`src/rtl/stack_writer.sv`:
```
// Write-side bus master: single-byte stores plus 1/2/3-byte stack pushes with SP update.
// Optional sticky SP-wrap flag output is enabled by defining STACK_WRITER_WRAP_FLAG_EN.
`ifndef REG_WIDTH
`define REG_WIDTH 8
`endif
`ifndef ADDR_WIDTH
`define ADDR_WIDTH 16
`endif

module stack_writer #(
  parameter int                    REG_WIDTH  = `REG_WIDTH,
  parameter int                    ADDR_WIDTH = `ADDR_WIDTH,
  parameter logic [ADDR_WIDTH-1:0] STACK_BASE = 16'h0100
) (
  input  logic                  phi1,
  input  logic                  reset_n,
  input  logic                  wr_req,
  input  logic [1:0]            wr_mode,
  input  logic [ADDR_WIDTH-1:0] wr_addr,
  input  logic [REG_WIDTH-1:0]  wr_data,
  input  logic [ADDR_WIDTH-1:0] wr_word,
  input  logic [REG_WIDTH-1:0]  sp_in,
  output logic                  wr_busy,
  output logic                  wr_done,
  output logic [ADDR_WIDTH-1:0] mem_addr,
  output logic [REG_WIDTH-1:0]  mem_data,
  output logic                  mem_we,
  output logic [REG_WIDTH-1:0]  sp_out,
  output logic                  sp_we
`ifdef STACK_WRITER_WRAP_FLAG_EN
  , output logic                sp_wrap
`endif
);
  typedef enum logic [2:0] {IDLE, BYTE, PUSH_HI, PUSH_LO, PUSH_P} state_t;

  state_t                state_q, state_d;
  logic [1:0]            mode_q, mode_d;
  logic [ADDR_WIDTH-1:0] addr_q, addr_d;
  logic [REG_WIDTH-1:0]  data_q, data_d;
  logic [ADDR_WIDTH-1:0] word_q, word_d;
  logic [REG_WIDTH-1:0]  sp_q, sp_d;
  logic                  busy_q, busy_d;
  logic                  done_q, done_d;
  logic                  we_q, we_d;
  logic                  spwe_q, spwe_d;
  logic [ADDR_WIDTH-1:0] maddr_q, maddr_d;
  logic [REG_WIDTH-1:0]  mdata_q, mdata_d;
  logic [REG_WIDTH-1:0]  spout_q, spout_d;

  logic                  emit, emit_push, emit_last;
  logic [REG_WIDTH-1:0]  emit_data;
  logic [REG_WIDTH-1:0]  sp_dec;
  logic [ADDR_WIDTH-1:0] stack_addr;

  assign sp_dec     = sp_q - REG_WIDTH'(1);
  assign stack_addr = STACK_BASE | ADDR_WIDTH'(sp_q);

  always_comb begin
    state_d   = state_q;
    mode_d    = mode_q;
    addr_d    = addr_q;
    data_d    = data_q;
    word_d    = word_q;
    sp_d      = sp_q;
    busy_d    = busy_q;
    done_d    = 1'b0;
    we_d      = 1'b0;
    spwe_d    = 1'b0;
    maddr_d   = maddr_q;
    mdata_d   = mdata_q;
    spout_d   = spout_q;
    emit      = 1'b0;
    emit_push = 1'b0;
    emit_last = 1'b0;
    emit_data = data_q;

    // Busy stays up through the cycle of the final write, dropping one edge later.
    if (done_q) busy_d = 1'b0;

    case (state_q)
      IDLE: begin
        if (wr_req && !busy_q) begin
          mode_d  = wr_mode;
          addr_d  = wr_addr;
          data_d  = wr_data;
          word_d  = wr_word;
          sp_d    = sp_in;
          busy_d  = 1'b1;
          state_d = wr_mode[1] ? PUSH_HI : BYTE;
        end
      end
      BYTE: begin
        emit      = 1'b1;
        emit_push = (mode_q == 2'd1);
        emit_last = 1'b1;
        emit_data = data_q;
      end
      PUSH_HI: begin
        emit      = 1'b1;
        emit_push = 1'b1;
        emit_data = word_q[ADDR_WIDTH-1 -: REG_WIDTH];
        state_d   = PUSH_LO;
      end
      PUSH_LO: begin
        emit      = 1'b1;
        emit_push = 1'b1;
        emit_data = word_q[REG_WIDTH-1:0];
        if (mode_q == 2'd3) state_d = PUSH_P;
        else                emit_last = 1'b1;
      end
      PUSH_P: begin
        emit      = 1'b1;
        emit_push = 1'b1;
        emit_last = 1'b1;
        emit_data = data_q;
      end
      default: state_d = IDLE;
    endcase

    if (emit) begin
      we_d    = 1'b1;
      mdata_d = emit_data;
      maddr_d = emit_push ? stack_addr : addr_q;
      if (emit_push) sp_d = sp_dec;
      if (emit_last) begin
        done_d  = 1'b1;
        state_d = IDLE;
        if (emit_push) begin
          spwe_d  = 1'b1;
          spout_d = sp_dec;
        end
      end
    end
  end

  always_ff @(posedge phi1) begin
    if (!reset_n) begin
      state_q <= IDLE;
      mode_q  <= '0;
      addr_q  <= '0;
      data_q  <= '0;
      word_q  <= '0;
      sp_q    <= '0;
      busy_q  <= 1'b0;
      done_q  <= 1'b0;
      we_q    <= 1'b0;
      spwe_q  <= 1'b0;
      maddr_q <= '0;
      mdata_q <= '0;
      spout_q <= '0;
    end else begin
      state_q <= state_d;
      mode_q  <= mode_d;
      addr_q  <= addr_d;
      data_q  <= data_d;
      word_q  <= word_d;
      sp_q    <= sp_d;
      busy_q  <= busy_d;
      done_q  <= done_d;
      we_q    <= we_d;
      spwe_q  <= spwe_d;
      maddr_q <= maddr_d;
      mdata_q <= mdata_d;
      spout_q <= spout_d;
    end
  end

  assign wr_busy  = busy_q;
  assign wr_done  = done_q;
  assign mem_we   = we_q;
  assign sp_we    = spwe_q;
  assign mem_addr = maddr_q;
  assign mem_data = mdata_q;
  assign sp_out   = spout_q;

`ifdef STACK_WRITER_WRAP_FLAG_EN
  // Pending bit delays the flag so it appears the cycle after the wrapping write.
  logic wrap_pend_q, wrap_pend_d;
  logic sp_wrap_q, sp_wrap_d;

  always_comb begin
    wrap_pend_d = emit && emit_push && (sp_q == '0);
    sp_wrap_d   = sp_wrap_q | wrap_pend_q;
  end

  always_ff @(posedge phi1) begin
    if (!reset_n) begin
      wrap_pend_q <= 1'b0;
      sp_wrap_q   <= 1'b0;
    end else begin
      wrap_pend_q <= wrap_pend_d;
      sp_wrap_q   <= sp_wrap_d;
    end
  end

  assign sp_wrap = sp_wrap_q;
`endif

endmodule

```
`config.mk`:
```
export PLATFORM = sky130hd
export DESIGN_NAME = stack_writer
export DESIGN_NICKNAME = d
export VERILOG_FILES = /design/src/rtl/stack_writer.sv
export SDC_FILE = /design/constraint.sdc
export NUM_CORES = 1
export LEC_CHECK = 0
export BUFFER_PORTS_ARGS = -buffer_cell sky130_fd_sc_hd__buf_2
export CAP_MARGIN = 30
export CORE_UTILIZATION = 57
export DETAILED_ROUTE_END_ITERATION = 8
export PLACE_DENSITY = 0.87
export SYNTH_ARGS = -nofsm -noshare
export SYNTH_HDL_FRONTEND = slang
export SYNTH_SLANG_ARGS = --single-unit
```
`constraint.sdc`:
```
create_clock -name phi1 -period 3.6 [get_ports phi1]
set_input_delay 0.18 -clock phi1 [delete_from_list [all_inputs] [get_ports phi1]]
set_output_delay 0.18 -clock phi1 [all_outputs]
set_load 0.1 [all_outputs]
```
# Word-level counts from Yosys, hierarchy flattened

Cells that the tools add are included.

Flip-flop bits (word level): 89
Output and inout bits: 36
Word-level logic and storage cells: 52

Add/subtract/negate cells: 1
Eq/ne operators: 6
Multiplexer cells: 22
Reduce and logical (&&, ||, !) cells: 10

Operators by type and width:

| cell                                                                | count |
|---|---|
| 8-bit two-way mux                                                   | 4 |
| 16-bit two-way mux                                                  | 1 |
| 8-bit one-hot mux with 2 select lines                               | 1 |
| 3-bit two-way mux                                                   | 4 |
| 3-bit one-hot mux with 4 select lines                               | 1 |
| 1-bit two-way mux                                                   | 8 |
| 8-bit by 1-bit subtractor with 8-bit output (second input constant) | 1 |
| 3-bit by 2-bit == test with 1-bit output (second input constant)    | 2 |
| 3-bit AND reduction                                                 | 2 |
| 1-bit one-hot mux with 2 select lines                               | 2 |
| 2-bit AND reduction                                                 | 2 |
| 4-bit OR reduction                                                  | 1 |
| 3-bit by 1-bit == test with 1-bit output (second input constant)    | 1 |
| 3-bit == test (second input constant)                               | 1 |
| 3-bit logical NOT                                                   | 1 |
| 3-bit OR reduction                                                  | 1 |
| 2-bit by 1-bit == test with 1-bit output (second input constant)    | 1 |
| 2-bit == test (second input constant)                               | 1 |
| 2-bit two-way mux                                                   | 1 |
| 2-bit OR reduction                                                  | 1 |
| 1-bit logical AND                                                   | 1 |
| 1-bit logical NOT                                                   | 1 |

# Longest topological paths before layout

Gate-level depths: netlist of run 1.

Depth in word-level cells: 6
Mapped depth: 7
Depth with buffers taken out: 6

# Worst setup path before layout of run 1

Ideal clock, no wire load.

Kind: reg2reg
Start: reg busy_q (netlist: wr_busy)
End: reg sp_q[3]
Setup time: 0.070 ns
Arrival: 1.830 ns
Setup slack: 1.699 ns
Cell stages (with the launch flop): 7
Path buffers: 2
Period minus slack after synthesis: 1.901 ns
Path through: dfxtp_1 nor4_2 and2_1 buf_2 buf_4 a211o_1 a21oi_1

Cells in the longest elaborated chain, start to end: 6

Ends and longest elaborated chain:

| what                   | line | text |
|---|---|---|
| from (decl)            | 42   | `logic busy_q, busy_d;` |
| from (signal assigned) | 158  | `busy_q <= busy_d;` |
| 1-bit logical NOT (*)  | 82   | `if (wr_req && !busy_q) begin` |
| 1-bit logical AND (*)  | 82   |  |
| 8-bit two-way mux (*)  | 82   |  |
| 8-bit two-way mux (*)  | 80   | `case (state_q)` |
| 8-bit two-way mux      | 124  | `if (emit_push) sp_d = sp_dec;` |
| 8-bit two-way mux (*)  | 120  | `if (emit) begin` |
| to (signal assigned)   | 157  | `sp_q <= sp_d;` |
| to (decl)              | 41   | `logic [REG_WIDTH-1:0] sp_q, sp_d;` |

Mark *: on every way between the ends. The rest lies on a longest branch, timed or not.
A chain may end at the register's enable or synchronous reset.

# Final worst setup path of run 1

Start: reg state_q[0]
End: reg word_q[11]

Cells in the longest elaborated chain, start to end: 2

Ends and longest elaborated chain:

| what                                 | line | text |
|---|---|---|
| from (decl)                          | 36   | `state_t state_q, state_d;` |
| from (signal assigned)               | 152  | `state_q <= state_d;` |
| 3-bit logical NOT                    | 80   |  |
| 2-bit AND reduction (no source line) | --   |  |
| to (signal assigned)                 | 156  | `word_q <= word_d;` |
| to (decl)                            | 40   | `logic [ADDR_WIDTH-1:0] word_q, word_d;` |

No other way between the ends.

==> results of run 1 <==
==> synth_stat cells (3+ instances only) <==
cell	number
o31ai_1	3
mux2_2	9
a21oi_1	67
mux2i_1	3
o22ai_1	11
dfxtp_1	89
a211oi_1	6
nor2b_1	5
nand2b_1	3
clkbuf_1	11
xor2_1	3
nand2_1	103
o221ai_1	8
xnor2_1	3
o21ai_0	9
inv_1	6
buf_6	3
o21a_1	3
nor3_1	19
buf_2	13
buf_1	3
nand3_1	10
nor2_1	11
==> kinds of logic (layout without fill, tap and decap cells) <==
| kind of cell | after synthesis | in the layout | synth area share (%) |
|---|---|---|---|
| AND/OR/NAND/NOR | 164 | 164 | 20.1 |
| AO/OA/AOI/OAI | 119 | 119 | 19.8 |
| flip-flops | 89 | 89 | 49.1 |
| buffers and inverters | 39 | 114 | 5.65 |
| multiplexers | 12 | 12 | 3.62 |
| XOR/XNOR | 6 | 6 | 1.45 |
| adder cells (fa/ha/maj) | 1 | 1 | 0.345 |
==> flip-flops by register name, indices dropped and copies added, names as in the netlist <==
signal    flops
sp_q          8
wr_busy       1
mem_addr     16
data_q        8
wr_done       1
mem_we        1
sp_out        8
mode_q        2
sp_we         1
addr_q       16
word_q       16
mem_data      8
state_q       3
==> metrics by stage <==
step	setup WS (ns)	util, %	cells	total power [mW]	hold WS, ns
2_1_floorplan	1.70	-	430	1.71	0.316
4_1_cts	1.04	69.4	579	2.46	0.0363
5_1_grt	0.973	69.6	580	2.57	0.0481
6_report	1.17	69.6	580	2.47	0.0447
3_5_place_dp	1.07	66.4	563	1.83	0.426
3_3_place_gp	1.30	66.4	563	1.81	0.423
==> worst max path at each step <==
stage,cells after the start,to,slack [ns],from
5_1_grt,5,word_q[2],0.97,state_q[0]
3_5_place_dp,4,sp_q[7],1.07,state_q[0]
3_3_place_gp,4,sp_q[7],1.30,state_q[0]
4_1_cts,4,sp_q[7],1.04,state_q[0]
2_1_floorplan,6,sp_q[3],1.70,wr_busy
6_report,5,word_q[11],1.17,state_q[0]
==> per-layer routing <==
layer  share of wire [%]  up-vias  track usage, %
met5                   0        -               0
met4                 2.0        0            12.6
met3                 6.0       22            4.44
met2                  47      130            43.1
met1                  45     1538            36.8
li1                    -     1637               -
==> cell type report <==
| cell class | instances | area share [%] |
|---|---|---|
| flip-flops and latches | 89 | 42.5 |
| multi-input cells | 302 | 39.2 |
| repair buffers | 91 | 11.1 |
| clock buffers | 9 | 2.95 |
| well taps | 75 | 2.24 |
| clock inverters | 7 | 1.40 |
| inverters | 7 | 0.626 |
==> report_power, final <==
part	internal [mW]	switching, mW	leakage [nW]
Sequential	1.07	0.0744	0.728
Clock	0.263	0.382	0.0877
Combinational	0.172	0.503	0.964
==> worst register-to-register path: stages, from the launching register on <==
cell and delay [ns]:
dfxtp_1 0.82, nor4_2 0.13, nand2_1 0.74, buf_4 0.39, nand2_1 0.10, a21oi_1 0.17
==> flow_summary.json, run 1 <==
{
  "final_antenna_net_count": 0,
  "multi_input_area_mm2": 0.00164,
  "ys_top_cells_by_area": "dfxtp_1, nand2_1, a21oi_1",
  "rsz0062_at_grt": "false",
  "postLayoutCellArea_mm2": 0.00420,
  "placed_cell_area_mm2": 0.00400,
  "ir_worst_vdd_v": 0.000345,
  "ys_ff_latch": 89,
  "yosysTopAreaCellShare_pct": 49.1,
  "viasPerCell": 5.74,
  "timing.rr.start": "state_q[0]",
  "max_stage_delay_ns": 0.82,
  "globalRouteOverflowTotal": 0,
  "start_util_pct": 60.2,
  "min_period_ns": 2.43,
  "antenna_found_initial": 0,
  "grt_max_degree": 60,
  "final_layout_size_suffix_gt1_share_pct": 25.0,
  "cts_resized": 0,
  "synth_top_cell_by_area": "dfxtp_1",
  "synth.avg_cell_area_um2": 8.44,
  "maxCapViolCount": 0,
  "cts.hold.buffers_added": 0,
  "cts_buffers": 9,
  "hold_path_class": "in -> reg",
  "cts_tree": "built",
  "hold_end": "addr_q[14]",
  "antenna_cells": 0,
  "n_fill_cell": 488,
  "wl_um": 8800,
  "timing.final.crit_share_pct": 67.6,
  "cp_num_buf_inv": 1,
  "finalMaxSlewViolations": 0,
  "synth-main-ff-cell": "dfxtp_1",
  "grt_pass1_wl_um": 13900,
  "seq_area_frac_synth_pct": 49.1,
  "synth.distinct_cells": 48,
  "worst_slew_pin_slew_ns": 0.974,
  "h-tree-depth": 3,
  "relSlewSlack_pct": 35.0,
  "drt_iter0_drc": 309,
  "dpl.hpwl_um": 5780,
  "finalHoldViolations": 0,
  "skew_ns": 0.0123,
  "port_buffers": 88,
  "cpMaxStageDelayCell": "dfxtp_1",
  "whs_path_depth": 3,
  "drc": 0,
  "cpMostUsedCell": "nand2_1",
  "status": "completed",
  "drt_first_pass_iters": 5,
  "cts_root_buf": "clkbuf_8",
  "netlist_area_mm2": 0.00363,
  "ioPinCount": 89,
  "final_common_cell": "nand2_1",
  "clk_pin_slew_ns": 0.10,
  "synthArstFlopShare_pct": 0,
  "wl_per_cell_um": 15.2,
  "yosysWarnings": 0,
  "worstPathArrival_ns": 2.71,
  "crit_family": "simple AND/OR/NAND/NOR gates",
  "holdCritStartpoint": "wr_addr[14]",
  "worstSkewPairLatency_ns": 0.36,
  "setup_viol": 0,
  "die_area_mm2": 0.00669,
  "startpoint_type": "flip-flop",
  "grt_pass1_vias": 2987,
  "layout_common_cells": "nand2_1, dfxtp_1, buf_2, a21oi_1, nor3_1",
  "fin_setup_tns_ns": 0,
  "synth_cells": 430,
  "crit_path_end_kind": "flip-flop",
  "vias": 3327,
  "synth_nets": 484,
  "power_density_mw_per_mm2": 589,
  "coreArea_mm2": 0.00603,
  "die_y_um": 81.8,
  "cts_buffer_depth": 2,
  "postCtsSetupBuffers": 0,
  "cts_sinks": 89,
  "critPathRequiredTime_ns": 3.87,
  "placementRows": 28,
  "worstPathCellList": "nor4_2 -> nand2_1 -> buf_4 -> nand2_1 -> a21oi_1",
  "path_max_fanout": 28,
  "nets": 554,
  "reg2reg_depth": 5,
  "syn_to_final_growth_pct": 15.6,
  "r2r_setup_slack_ns": 1.17,
  "path_class": "reg -> reg",
  "leakage_nw": 1.78,
  "synth_edf_count": 0,
  "timing.rr.end": "word_q[11]",
  "globalplace.congestion": 0.820,
  "die_w_um": 81.8,
  "grt_usage_pct": 27.4,
  "regArea_mm2": 0.00178,
  "max_freq_mhz": 411
}
No activity file was read; power rests on OpenSTA's default activity.
==> inputs of run 2 (changes only) <==
--- a/config.mk
+++ b/config.mk
@@ -7,9 +7,9 @@
 export LEC_CHECK = 0
 export BUFFER_PORTS_ARGS = -buffer_cell sky130_fd_sc_hd__buf_2
 export CAP_MARGIN = 30
-export CORE_UTILIZATION = 57
+export CORE_UTILIZATION = 48
 export DETAILED_ROUTE_END_ITERATION = 8
-export PLACE_DENSITY = 0.87
+export PLACE_DENSITY = 0.79
 export SYNTH_ARGS = -nofsm -noshare
 export SYNTH_HDL_FRONTEND = slang
 export SYNTH_SLANG_ARGS = --single-unit
==> constraint.sdc (replaced) <==
create_clock -name phi1 -period 2 [get_ports phi1]
set_input_delay 0.1 -clock phi1 [delete_from_list [all_inputs] [get_ports phi1]]
set_output_delay 0.1 -clock phi1 [all_outputs]
set_load 0.1 [all_outputs]
==> flow_summary.json, run 2 (synthesis gave the netlist of run 1 again) <==
{
  "viasPerCell": 5.34,
  "power_density_mw_per_mm2": 977,
  "grt_usage_pct": 25.8,
  "timing.final.crit_share_pct": 88.5,
  "finalHoldViolations": 0,
  "final_layout_size_suffix_gt1_share_pct": 24.7,
  "wl_um": 9800,
  "globalplace.congestion": 0.835,
  "hold_path_class": "in -> reg",
  "antenna_cells": 0,
  "rsz0062_at_grt": "false",
  "critPathRequiredTime_ns": 2.29,
  "worstSkewPairLatency_ns": 0.36,
  "cts_buffer_depth": 2,
  "die_w_um": 89.0,
  "dr_wl_met3_um": 526,
  "cts_buffers": 9,
  "layout_common_cells": "nand2_1, dfxtp_1, buf_2, a21oi_1, dlygate4sd3_1",
  "startpoint_type": "flip-flop",
  "leakage_nw": 2.03,
  "placementRows": 31,
  "fin_setup_tns_ns": 0,
  "postCtsSetupBuffers": 0,
  "setup_viol": 0,
  "ir_worst_vdd_v": 0.000604,
  "die_y_um": 89.0,
  "max_freq_mhz": 565,
  "final_common_cell": "nand2_1",
  "start_util_pct": 49.8,
  "maxCapViolCount": 0,
  "final_util_pct": 65.5,
  "finalMaxSlewViolations": 0,
  "ioPinCount": 89,
  "highest_layer": "met4",
  "port_buffers": 88,
  "final_antenna_net_count": 0,
  "globalRouteOverflowTotal": 0,
  "grt_max_degree": 60,
  "vias": 3513,
  "drt_iter0_drc": 168,
  "cts_sinks": 89,
  "drt_first_pass_iters": 5,
  "worstPathArrival_ns": 2.06,
  "wl_met2_um": 5050,
  "path_max_fanout": 19,
  "wl_per_cell_um": 14.9,
  "clk_pin_slew_ns": 0.08,
  "crit_path_end_kind": "flip-flop",
  "p_total_mw": 4.67,
  "dpl.hpwl_um": 6280,
  "nets": 608,
  "path_class": "reg -> reg",
  "relSlewSlack_pct": 58.6,
  "die_area_mm2": 0.00791,
  "syn_to_final_growth_pct": 31.6,
  "h-tree-depth": 3,
  "antenna_found_initial": 0,
  "min_period_ns": 1.77,
  "status": "completed",
  "coreArea_mm2": 0.00729,
  "worst_slew_pin_slew_ns": 0.620,
  "skew_ns": 0.0122,
  "drc": 0,
  "cts_root_buf": "clkbuf_8",
  "r2r_setup_slack_ns": 0.23,
  "grt_pass1_vias": 3464,
  "grt_pass1_wl_um": 15500,
  "cts_tree": "built",
  "wl_met1_um": 4030
}
-- run 2: report_power, final --
part / total [mW] / internal, mW / switching, mW
combinational: 1.31 / 0.388 / 0.921
sequential: 2.06 / 1.93 / 0.127
clock: 1.30 / 0.652 / 0.644
total: 4.67 / 2.97 / 1.69
-- run 2: through the flow --
step                      cells  hold WS, ns  cell area, µm²  worst slack, ns
after global placement      599        0.341            4120            0.230
final                       658       0.0212            4780            0.230
after floorplan             430        0.236            3630           0.0992
after global routing        658       0.0245            4780            0.111
after CTS                   657      0.00653            4760           0.0447
after detailed placement    599        0.350            4120           0.0680
-- run 2: layout make-up --
type	instances	area [µm²]
fill	641	2520
tap	99	124
inverter	7	26.3
sequential	89	1780
multi-input combinational	302	1640
timing repair buffer	145	986
clock inverter	5	62.6
clock buffer	11	151
-- run 2: path summary, 6_finish.rpt --
kind,cells past startpoint,start,endpoint
max reg2reg,5,state_q[2],sp_q[3]
min reg2reg,2,word_q[9],word_q[9]
max,5,state_q[2],sp_q[3]
min,3,sp_in[3],sp_q[3]
-- run 2: worst max-delay path, stage by stage (launching register included) --
cell,delay [ns]
dfxtp_1,0.51
and4bb_1,0.28
or3_1,0.31
buf_4,0.21
a211o_1,0.26
a21oi_1,0.13
-- run 2: what timing repair did --
action | CTS | global route
endpoints found under the hold margin | 42 | 0
gates resized for setup | 0 | 1
endpoints found under the setup margin | 0 | 16
hold buffers | 42 | 0
-- run 2: metal layers --
metal  vias to the layer above  track usage (%)
met5                         -                0
met4                         0             10.1
met3                        18             6.19
met2                       117             48.7
met1                      1635             27.8
li1                       1743                -
==> inputs of run 3 (changes only) <==
--- a/config.mk
+++ b/config.mk
@@ -7,7 +7,9 @@
 export LEC_CHECK = 0
 export BUFFER_PORTS_ARGS = -buffer_cell sky130_fd_sc_hd__buf_2
 export CAP_MARGIN = 30
+export CORE_MARGIN = 5
 export CORE_UTILIZATION = 48
+export CTS_CLUSTER_DIAMETER = 30
 export DETAILED_ROUTE_END_ITERATION = 8
 export PLACE_DENSITY = 0.79
 export SYNTH_ARGS = -nofsm -noshare
==> flow_summary.json, run 3 (synthesis gave the netlist of run 1 again) <==
{
  "start_util_pct": 49.8,
  "cts_buffers": 9,
  "final_layout_size_suffix_gt1_share_pct": 24.4,
  "worstSkewPairLatency_ns": 0.37,
  "globalRouteOverflowTotal": 0,
  "reg2reg_depth": 6,
  "worstPathCellList": "nor3b_2 -> buf_4 -> nor3_2 -> buf_4 -> nand2_1 -> o22ai_1",
  "path_max_fanout": 15,
  "coreArea_mm2": 0.00729,
  "max_stage_delay_ns": 0.57,
  "timing.rr.start": "state_q[1]",
  "whs_path_depth": 3,
  "power_density_mw_per_mm2": 1020,
  "startpoint_type": "flip-flop",
  "crit_family": "flip-flops",
  "cts_sinks": 89,
  "final_antenna_net_count": 0,
  "rsz0062_at_grt": "false",
  "holdCritStartpoint": "wr_mode[1]",
  "critPathRequiredTime_ns": 2.29,
  "wl_met1_um": 4330,
  "port_buffers": 88,
  "max_freq_mhz": 551,
  "highest_layer": "met4",
  "cts_tree": "built",
  "relSlewSlack_pct": 32.1,
  "drt_iter0_drc": 194,
  "n_fill_cell": 633,
  "stdcell_count": 653,
  "finalHoldViolations": 0,
  "dr_wl_met3_um": 568,
  "clk_pin_slew_ns": 0.08,
  "placementRows": 31,
  "cpMaxStageDelayCell": "dfxtp_1",
  "grt_pass1_wl_um": 16900,
  "grt_pass1_vias": 3553,
  "path_class": "reg -> reg",
  "worstPathArrival_ns": 2.10,
  "syn_to_final_growth_pct": 31.4,
  "maxCapViolCount": 0,
  "wl_um": 10100,
  "drt_first_pass_iters": 5,
  "wl_met2_um": 5060,
  "finalMaxSlewViolations": 0,
  "cts_root_buf": "clkbuf_8",
  "dpl.hpwl_um": 6710,
  "leakage_nw": 2.02,
  "drc": 0,
  "grt_max_degree": 60,
  "layout_common_cells": "nand2_1, dfxtp_1, buf_2, a21oi_1, dlygate4sd3_1",
  "h-tree-depth": 3,
  "skew_ns": 0.00936,
  "placed_cell_area_mm2": 0.00409,
  "crit_path_end_kind": "flip-flop",
  "r2r_setup_slack_ns": 0.18,
  "cpMostUsedCell": "buf_4",
  "min_period_ns": 1.82,
  "hold_path_class": "in -> reg",
  "ir_worst_vdd_v": 0.000586,
  "viasPerCell": 5.35,
  "nets": 603,
  "vias": 3491,
  "grt_usage_pct": 21.5,
  "timing.final.crit_share_pct": 90.8,
  "hold_end": "state_q[1]",
  "wl_per_cell_um": 15.5,
  "die_area_mm2": 0.00940,
  "status": "completed",
  "globalplace.congestion": 0.852,
  "final_common_cell": "nand2_1",
  "worst_slew_pin_slew_ns": 1.02,
  "dp.cells": 595,
  "setup_viol": 0,
  "postLayoutCellArea_mm2": 0.00477,
  "timing.rr.end": "sp_q[7]",
  "cp_num_buf_inv": 2,
  "ioPinCount": 89,
  "die_w_um": 97.0,
  "antenna_cells": 0,
  "fin_setup_tns_ns": 0,
  "die_y_um": 97.0,
  "cts_buffer_depth": 2,
  "antenna_found_initial": 0
}
==> run 3: routing by layer <==
layer  vias to the layer above  global-route usage (%)
met3                        11                    4.75
met4                         0                    6.59
li1                       1732                       -
met5                         -                       0
met2                       116                    37.4
met1                      1632                    26.5
==> run 3: through the flow <==
step / util, % / setup slack [ns] / power, mW / hold WS, ns
finish: 65.4 / 0.184 / 4.86 / 0.0281
global placement: 56.1 / 0.157 / 3.29 / 0.340
floorplan: - / 0.0992 / 3.07 / 0.236
global route: 65.4 / 0.0400 / 5.08 / 0.0459
detailed placement: 56.1 / 0.0771 / 3.32 / 0.346
CTS: 65.3 / 0.0476 / 4.87 / 0.0209
==> run 3: repair_timing <==
item,in CTS,in global routing
gates resized for setup,0,4
buffers inserted,0,0
hold buffers,42,0
endpoints found under the hold margin,42,0
endpoints found under the setup margin,0,26
==> run 3: layout make-up <==
class,count,area [µm²],area share (%)
inverters,7,26.3,0.551
well taps,99,124,2.60
clock inverters,6,115,2.41
flip-flops and latches,89,1780,37.4
clock buffers,10,138,2.88
multi-input cells,302,1650,34.6
repair buffers,140,936,19.6
==> run 3: worst reg2reg max path: cells and delay by family (launching register included) <==
kind | cells | cell delay (ns)
AOI/OAI and AO/OA | 1 | 0.19
buffers and inverters | 2 | 0.48
DFF | 1 | 0.57
and+or+nand+nor | 3 | 0.51
==> run 3: worst max path at each step <==
stage	from	cells after the start	slack, ns	to
2_1_floorplan	wr_busy	6	0.1	sp_q[3]
3_3_place_gp	state_q[0]	4	0.16	sp_q[3]
3_5_place_dp	state_q[0]	4	0.08	mem_addr[3]
4_1_cts	state_q[2]	4	0.05	sp_q[3]
5_1_grt	state_q[2]	5	0.04	mem_addr[3]
6_report	state_q[1]	6	0.18	sp_q[7]
==> run 3: power by group <==
group          leakage, nW  switching [mW]  internal, mW
clock network        0.123           0.640         0.867
logic                 1.17           0.918         0.374
registers            0.728           0.129          1.93
